**src/rtl/sobel_pkg.sv**
```systemverilog
// Shared definitions for the frame pixel streamer.
// Holds the default frame geometry and pixel width, the controller state
// encoding, and the layout of one streamed beat (pixel plus sideband).
package sobel_pkg;

  localparam int ROWS   = 242;
  localparam int COLS   = 247;
  localparam int PIX_W  = 8;
  localparam int ADDR_W = 16;

  typedef enum logic [1:0] {
    ST_IDLE  = 2'd0,
    ST_ISSUE = 2'd1,
    ST_DRAIN = 2'd2,
    ST_FIN   = 2'd3
  } state_e;

  typedef struct packed {
    logic [PIX_W-1:0] data;
    logic             sof;
    logic             eol;
    logic             eof;
  } beat_t;

endpackage

```
**src/rtl/pix_fifo.sv**
```systemverilog
// Four-entry FIFO holding returned pixels with their sideband bits.
// Ports:
//   clk, rst_n  - clock, async active-low reset (clears pointers and count)
//   push        - write push_data at the tail (caller never pushes when full)
//   push_data   - entry to write
//   pop         - remove the head entry (ignored when empty)
//   head        - current head entry
//   count       - number of stored entries, 0..4
module pix_fifo #(
  parameter int W = 11
) (
  input  logic         clk,
  input  logic         rst_n,
  input  logic         push,
  input  logic [W-1:0] push_data,
  input  logic         pop,
  output logic [W-1:0] head,
  output logic [2:0]   count
);

  logic [W-1:0] mem [4];
  logic [1:0]   wr_ptr;
  logic [1:0]   rd_ptr;
  logic         do_pop;

  assign do_pop = pop && (count != 3'd0);
  assign head   = mem[rd_ptr];

  // Storage needs no reset: nothing reads an entry before it is written.
  always_ff @(posedge clk) begin
    if (push) mem[wr_ptr] <= push_data;
  end

  always_ff @(posedge clk or negedge rst_n) begin
    if (!rst_n) begin
      wr_ptr <= 2'd0;
      rd_ptr <= 2'd0;
      count  <= 3'd0;
    end else begin
      if (push)   wr_ptr <= wr_ptr + 2'd1;
      if (do_pop) rd_ptr <= rd_ptr + 2'd1;
      case ({push, do_pop})
        2'b10:   count <= count + 3'd1;
        2'b01:   count <= count - 3'd1;
        default: count <= count;
      endcase
    end
  end

endmodule

```
**src/rtl/frame_pixel_streamer.sv**
```systemverilog
// Streams one ROWS x COLS frame out of a synchronous frame memory as a
// valid/ready pixel stream with start-of-frame, end-of-line and
// end-of-frame sideband.
// Ports:
//   clk, rst_n          - clock, async active-low reset
//   start               - one-cycle frame request, honoured only when idle
//   busy, done          - frame in progress / one-cycle completion pulse
//   mem_en, mem_addr    - frame-memory read request (row-major address)
//   mem_rdata           - read data, one cycle after the sampled request
//   m_valid, m_ready    - output beat handshake
//   m_data, m_sof, m_eol, m_eof - pixel and its sideband
//
// state    | meaning
// ---------+---------------------------------------------------------
// ST_IDLE  | waiting for start
// ST_ISSUE | issuing reads while FIFO credit allows
// ST_DRAIN | all reads issued, waiting for the eof beat to handshake
// ST_FIN   | one cycle, done asserted
module frame_pixel_streamer #(
  parameter int ROWS   = sobel_pkg::ROWS,
  parameter int COLS   = sobel_pkg::COLS,
  parameter int PIX_W  = sobel_pkg::PIX_W,
  parameter int ADDR_W = sobel_pkg::ADDR_W
) (
  input  logic              clk,
  input  logic              rst_n,
  input  logic              start,
  output logic              busy,
  output logic              done,
  output logic              mem_en,
  output logic [ADDR_W-1:0] mem_addr,
  input  logic [PIX_W-1:0]  mem_rdata,
  output logic              m_valid,
  input  logic              m_ready,
  output logic [PIX_W-1:0]  m_data,
  output logic              m_sof,
  output logic              m_eol,
  output logic              m_eof
);
  import sobel_pkg::*;

  localparam int RW = (ROWS > 1) ? $clog2(ROWS) : 1;
  localparam int CW = (COLS > 1) ? $clog2(COLS) : 1;
  localparam int FW = PIX_W + 3;

  state_e            state;
  logic [RW-1:0]     row;
  logic [CW-1:0]     col;
  logic [ADDR_W-1:0] addr;
  logic              row_last;
  logic              col_last;
  logic              last_issue;
  logic              issue;
  logic [2:0]        issue_sb;
  logic              rd_vld;
  logic [2:0]        rd_sb;
  logic              pop;
  logic [2:0]        fifo_count;
  logic [FW-1:0]     fifo_head;

  assign row_last   = (row == RW'(ROWS - 1));
  assign col_last   = (col == CW'(COLS - 1));
  assign last_issue = row_last && col_last;
  assign issue_sb   = {(row == '0) && (col == '0), col_last, last_issue};

  // Credit check uses only registered terms. At most one read is in flight
  // (single-cycle memory), so the FIFO peaks at 3 of its 4 entries.
  assign issue = (state == ST_ISSUE) && ((fifo_count + {2'b00, rd_vld}) <= 3'd2);

  assign mem_en   = issue;
  assign mem_addr = addr;
  assign busy     = (state != ST_IDLE);
  assign done     = (state == ST_FIN);

  assign m_valid = (fifo_count != 3'd0);
  assign pop     = m_valid && m_ready;
  assign {m_data, m_sof, m_eol, m_eof} = m_valid ? fifo_head : '0;

  always_ff @(posedge clk or negedge rst_n) begin
    if (!rst_n) begin
      state <= ST_IDLE;
    end else begin
      case (state)
        ST_IDLE:  if (start) state <= ST_ISSUE;
        ST_ISSUE: if (issue && last_issue) state <= ST_DRAIN;
        ST_DRAIN: if (pop && fifo_head[0]) state <= ST_FIN;
        ST_FIN:   state <= ST_IDLE;
        default:  state <= ST_IDLE;
      endcase
    end
  end

  always_ff @(posedge clk or negedge rst_n) begin
    if (!rst_n) begin
      row  <= '0;
      col  <= '0;
      addr <= '0;
    end else if (issue) begin
      if (last_issue) begin
        row  <= '0;
        col  <= '0;
        addr <= '0;
      end else begin
        addr <= addr + 1'b1;
        if (col_last) begin
          col <= '0;
          row <= row + 1'b1;
        end else begin
          col <= col + 1'b1;
        end
      end
    end
  end

  // Sideband rides alongside the read so it meets its data at the FIFO.
  always_ff @(posedge clk or negedge rst_n) begin
    if (!rst_n) begin
      rd_vld <= 1'b0;
      rd_sb  <= 3'b000;
    end else begin
      rd_vld <= issue;
      if (issue) rd_sb <= issue_sb;
    end
  end

  pix_fifo #(.W(FW)) u_fifo (
    .clk       (clk),
    .rst_n     (rst_n),
    .push      (rd_vld),
    .push_data ({mem_rdata, rd_sb}),
    .pop       (pop),
    .head      (fifo_head),
    .count     (fifo_count)
  );

endmodule

```
**config.mk**
```make
export PLATFORM = sky130hd
export DESIGN_NAME = frame_pixel_streamer
export DESIGN_NICKNAME = d
export VERILOG_FILES = /design/src/rtl/sobel_pkg.sv /design/src/rtl/pix_fifo.sv /design/src/rtl/frame_pixel_streamer.sv
export SDC_FILE = /design/constraint.sdc
export NUM_CORES = 1
export LEC_CHECK = 0
export ABC_AREA = 1
export ABC_CLOCK_PERIOD_IN_PS = 2490
export CORE_MARGIN = 2
export CORE_UTILIZATION = 50
export DETAILED_ROUTE_END_ITERATION = 10
export PLACE_DENSITY_LB_ADDON = 0.12
export SKIP_CTS_REPAIR_TIMING = 1
export SLEW_MARGIN = 20
export SYNTH_ARGS = -nofsm -noshare
export SYNTH_HDL_FRONTEND = slang
export SYNTH_HIERARCHICAL = 1
export SYNTH_SLANG_ARGS = --single-unit
export TNS_END_PERCENT = 10
```
**constraint.sdc**
```tcl
create_clock -name clk -period 2.49 [get_ports clk]
set_input_delay 0.498 -clock clk [delete_from_list [all_inputs] [get_ports clk]]
set_output_delay 0.498 -clock clk [all_outputs]
set_load 0.02 [all_outputs]
```
# ---- After elaboration in Yosys (flattened, before gate mapping)
# Memories as Yosys holds them, arrays and structs flattened.
# Index checks and enable logic that the tools add are counted.
dict set report op_classes {
  addsub 8
  order_cmp 1
  n_eq_ne 10
  mux 13
  reduce_logical 16
}
# operator count
set op_table {}
lappend op_table {{$mux 8} 4}
lappend op_table {{$add 16x1->16 const B} 1}
lappend op_table {{$add 8x1->8 const B} 2}
lappend op_table {{$eq 8x8->1 const B} 2}
lappend op_table {{$logic_not 8->1} 2}
lappend op_table {{$mux 16} 1}
lappend op_table {{$mux 11} 1}
lappend op_table {{$pmux 2 s4} 1}
lappend op_table {{$logic_and 1x1->1} 7}
lappend op_table {{$eq 2x2->1 const B} 3}
lappend op_table {{$mux 2} 3}
lappend op_table {{$pmux 3 s2} 1}
lappend op_table {{$reduce_bool 2->1} 3}
lappend op_table {{$add 2x1->2 const B} 2}
lappend op_table {{$eq 2x1->1 const B} 2}
lappend op_table {{$ne 2x2->1 const B} 2}
lappend op_table {{$add 3x1->3} 1}
lappend op_table {{$add 3x1->3 const B} 1}
lappend op_table {{$le 3x2->1 const B} 1}
lappend op_table {{$reduce_and 3->1} 1}
lappend op_table {{$reduce_bool 3->1} 1}
lappend op_table {{$sub 3x1->3 const B} 1}
lappend op_table {{$logic_not 2->1} 1}
lappend op_table {{$mux 1} 2}
lappend op_table {{2 further kinds} 2}
dict set report totals {
  register_bits 45
  ram_bits 44
  inputBits 12
  elab_cells 58
  memories 1
}
# name depth word_bits read_ports rd_clocked_by_memory_dff wr line_no
set memory_table {}
lappend memory_table {u_fifo.mem 4 11 1 0 1 pix_fifo.sv:21} ;# logic [W-1:0] mem [4];

# ---- Logic depth before layout (Yosys ltp)
dict set report logic_depth {
  word_depth 6
  ltp_mapped 14
  mapped_depth_nobuf 14
}

# ---- Hierarchy
# Netlist, hierarchy kept.
# mod n_inst cells_each area_each_um2 seq_area_each_um2
set by_module_without_submodules {}
lappend by_module_without_submodules {frame_pixel_streamer 1 333 2396.0 950.9}
lappend by_module_without_submodules {pix_fifo 1 184 2192.1 1496.4}

# ---- Worst setup path before layout
# No wires, ideal clock.
dict set report synth_timing {
  path_kind {reg-to-reg}
  startpoint {register u_fifo.count[2]}
  endpoint {register u_fifo.count[2]}
  arrival_time_ps 1841
  required_ps 2373
  setup_slack_ps 532
  path_stages_with_launch 14
  n_path_buf 0
  synth_period_minus_slack_ps 1958
  cell_sequence {dfrtp_1 inv_1 nand2_1 inv_1 nor2_1 nand2_1 inv_1 ha_1 inv_1 fa_1 nand2_1 nand3_1 nand2_1 nand2_1}
}
dict set report synth_between {
  elab_chain_len 5
  elab_cells_between_ends 9
}
# element line_no
set synth_lines {}
lappend synth_lines {{from (decl)} pix_fifo.sv:18} ;# output logic [2:0] count
lappend synth_lines {{from (signal assigned)} pix_fifo.sv:43} ;# 2'b10: count <= count + 3'd1;
lappend synth_lines {{from (signal assigned)} pix_fifo.sv:44} ;# 2'b01: count <= count - 3'd1;
lappend synth_lines {{from (signal assigned)} pix_fifo.sv:45} ;# default: count <= count;
lappend synth_lines {{$reduce_bool 3->1 *} frame_pixel_streamer.sv:75} ;# assign m_valid = (fifo_count != 3'd0);
lappend synth_lines {{net m_valid} frame_pixel_streamer.sv:33} ;# output logic m_valid,
lappend synth_lines {{$logic_and 1x1->1 *} frame_pixel_streamer.sv:76} ;# assign pop = m_valid && m_ready;
lappend synth_lines {{net pop} frame_pixel_streamer.sv:57} ;# logic pop;
lappend synth_lines {{$logic_and 1x1->1 *} pix_fifo.sv:26} ;# assign do_pop = pop && (count != 3'd0);
lappend synth_lines {{net u_fifo.do_pop} pix_fifo.sv:24} ;# logic do_pop;
lappend synth_lines {{$eq 2x1->1 or $eq 2x2->1 (tied branches)} pix_fifo.sv:42} ;# case ({push, do_pop})
lappend synth_lines {{$pmux 3 s2 or $reduce_bool 2->1 (tied branches)} --}
# The timed path passes the listed nets; every way through them passes the cells marked *.
# A chain may end at the register's enable or synchronous reset.

# ---- Worst setup path in the final report
dict set report layout_timing {
  startpoint {register u_fifo.rd_ptr[0]}
  endpoint {output m_data[0]}
}
dict set report layout_between {
  elab_chain_len 2
}
# element line_no
set layout_lines {}
lappend layout_lines {{from (decl)} pix_fifo.sv:23} ;# logic [1:0] rd_ptr;
lappend layout_lines {{from (signal assigned)} pix_fifo.sv:41} ;# if (do_pop) rd_ptr <= rd_ptr + 2'd1;
lappend layout_lines {{$mem_v2 4x11} --}
lappend layout_lines {{net fifo_head[3]} frame_pixel_streamer.sv:59} ;# logic [FW-1:0] fifo_head;
lappend layout_lines {{$mux 11} frame_pixel_streamer.sv:77} ;# assign {m_data, m_sof, m_eol, m_eof} = m_valid ? fifo_head : '0;
lappend layout_lines {{to (decl)} frame_pixel_streamer.sv:35} ;# output logic [PIX_W-1:0] m_data,
# The timed path passes the listed nets, and every way through them passes these cells.

==> impl_metrics.ini <==
[yosys]
ys_seq_elements = 89
synth_top_area_share_pct = 28.8
synthTopCellsByArea = edfxtp_1 (29%), dfrtp_1 (25%), nand2_1 (10%)
syn_avg_cell_area_sq_um = 8.87
yosys.area.top_type = edfxtp_1
synth_cells = 517
yosys_warnings = 6
synth-seq-area-share_pct = 53.3
syn_nets = 549
syn_area_sq_um = 4590
post_synth_num_cell_types = 31

[routing]
drtPass1Iterations = 4
vias = 3380
drt_iter0_drc = 141
totalWireLength_microns = 8580
postRouteAntennaNets = 0
vias_per_cell = 4.98
drc_errors = 0
wl_per_cell_microns = 12.6

[worst_setup_path]
critPathMaxStageDelay_ns = 0.61
critical_path_class = flip-flop to output port
crit_path_end_kind = output port
crit_start = u_fifo/rd_ptr[0]$_DFFE_PN0P_
reg2reg_to = u_fifo/count[2]$_DFFE_PN0P_
r2r-start = u_fifo/count[2]$_DFFE_PN0P_
r2r_slack_ns = 0.18
crit_chain = inv_6 -> buf_12 -> o211ai_1 -> nand2_1 -> inv_1 -> nor2_1 -> clkdlybuf4s50_1
worstSetupStartpointType = flip-flop
crit_required_ns = 1.99
cp_data_arrival_time_ns = 2.05
ff2ff_path_depth = 13
crit_slowest_cell = clkdlybuf4s50_1
critPathMaxFanout = 26

[die]
rows = 34
start_util_pct = 52.1
dieArea_sq_um = 9960
die_width_microns = 99.8
ios = 43
die_h_microns = 99.8
core_area_sq_um = 8810

[timing]
fin_crit_sh_pct = 102
rsz0062_at_grt = yes
setup_viol = 7
hold_viol = 0
finalWorstSetupSlack_ns = -0.0605
tightestPinTransition_ns = 0.535
period_minus_slack_ns = 2.55
clock_skew_ns = 0.0113
relSlewSlack_pct = 64.3
slew_viol_final = 0
max_clock_freq_ghz = 0.392

[cts]
cts_tree = built
cts.sinks = 89
cts_buffers = 9
h-tree-depth = 3
clkTransAtPathRegs_ns = 0.10
worstSkewPairLatency_ns = 0.36
cts_max_path_buffers = 2
root_buffer = clkbuf_8

[pwr]
sw_frac_of_total_pct = 39.6
internal-power_mw = 3.21
p_seq_share_pct = 37.7
pwr-share-comb_pct = 43.4
vdd_drop_max_uv = 337
pwr-share-clk_pct = 18.9
power_leakage_nw = 2.55
p_switching_mw = 2.10
p_per_area_nw_per_um2 = 993

[run_status]
outcome = complete, but fails checks
violations = negative setup slack

[final_layout]
fin_nets = 598
n_antenna_cell = 0
final_cell_mix = nand2_1 (128), inv_1 (92), nor2_1 (49), dfrtp_1 (45), edfxtp_1 (44)
syn_to_final_growth_pct = 16.6
final_common_cell = nand2_1
final_core_util_pct = 60.8
drive_gt1_share_pct = 7.88

[global_route]
grt_max_degree = 27
grt_usage_pct = 19.1
met1_usage_pct = 25.2
met3_usage_pct = 2.86
grt_use_met2_pct = 32.4
antenna_found_initial = 0
grt_pass1_wl_microns = 15200
top_usage_layer = met2
grt_overflow = 0
grt_pass1_vias = 3335

[placement]
numPortBuffers = 42
hpwl_microns = 6140
gp_congestion = 0.838
dp_slack_ns = 0.126

[min_path]
hp-class = input port to asynchronous set/reset pin

[job]
maxCapViolations = 0
cells in the mapped netlist, drive strengths merged:
library cell and instances:
ha 19, clkinv 1, fa 1, o211ai 22, nor3b 1, clkbuf 1
dfrtp 45, buf 12, o21ai 21, nor3 6, edfxtp 44, nor2 57
inv 93, nand3 30, xor2 2, a21oi 13, o31ai 1, nand2 132
xnor2 1, or2 2, nand4 13
how the worst max path moves through the flow:
stage | to | cells past startpoint
after floorplan | u_fifo/count[2]$_DFFE_PN0P_ | 13
after global placement | u_fifo/count[2]$_DFFE_PN0P_ | 12
after detailed placement | u_fifo/count[2]$_DFFE_PN0P_ | 12
after CTS | mem_en | 6
after global routing | m_eol | 5
final | m_data[0] | 7
through the flow:
stage / hold WS [ns] / total power [mW] / cell area [sq um] / std cells / setup TNS (ns)
floorplan: 0.202 / 3.56 / 4590 / 517 / 0
global placement: 0.501 / 4.28 / 5130 / 663 / 0
detailed placement: 0.514 / 4.36 / 5130 / 663 / 0
CTS: 0.124 / 5.36 / 5330 / 679 / -1.68
global route: 0.157 / 5.74 / 5350 / 679 / -1.80
finish: 0.118 / 5.31 / 5350 / 679 / -0.330
flip-flops by register name (all words and copies together), names as in the netlist:
register       count
state              2
mem_addr          16
col                8
rd_vld             1
u_fifo/count       3
row                8
u_fifo/rd_ptr      2
u_fifo/wr_ptr      2
u_fifo/mem        44
rd_sb              3
power groups by stage:
stage               combinational, mW  clock (mW)  sequential, mW
finish                           2.30        1.00            2.00
global route                     2.62        1.08            2.04
CTS                              2.34        1.03            2.00
detailed placement               2.33           0            2.03
global placement                 2.27           0            2.02
floorplan                        1.54           0            2.02
layout make-up:
class / count / area [sq um]
inverters: 94 / 359
clock buffers: 9 / 124
multi-input cells: 321 / 1690
clock inverters: 7 / 78.8
well taps: 108 / 135
fillers: 741 / 3450
repair buffers: 51 / 520
flip-flops and latches: 89 / 2450
cells by family (layout without fill, tap and decap cells):
family | Yosys count | after routing | share of synthesized area, %
simple gates | 241 | 241 | 23.0
xor+xnor | 3 | 3 | 0.573
compound gates | 57 | 57 | 7.55
buf+inv | 107 | 161 | 9.90
fa+ha+maj | 20 | 20 | 5.62
flops | 89 | 89 | 53.3
metal layers:
metal,up-vias,part of all wire [%],routed length (microns)
met2,36,48,4090
met1,1575,49,4200
li1,1759,-,-
met3,10,2.1,182
met4,0,1.2,102
met5,-,0,0
worst max-delay path, delay by kind of cell, from the launching register on:
family | cells | cell delay (ns)
AND/OR/NAND/NOR | 2 | 0.15
AO/OA/AOI/OAI | 1 | 0.09
flip-flops | 1 | 0.45
buffers and inverters | 4 | 0.99
(Power assumes the default switching activity.)
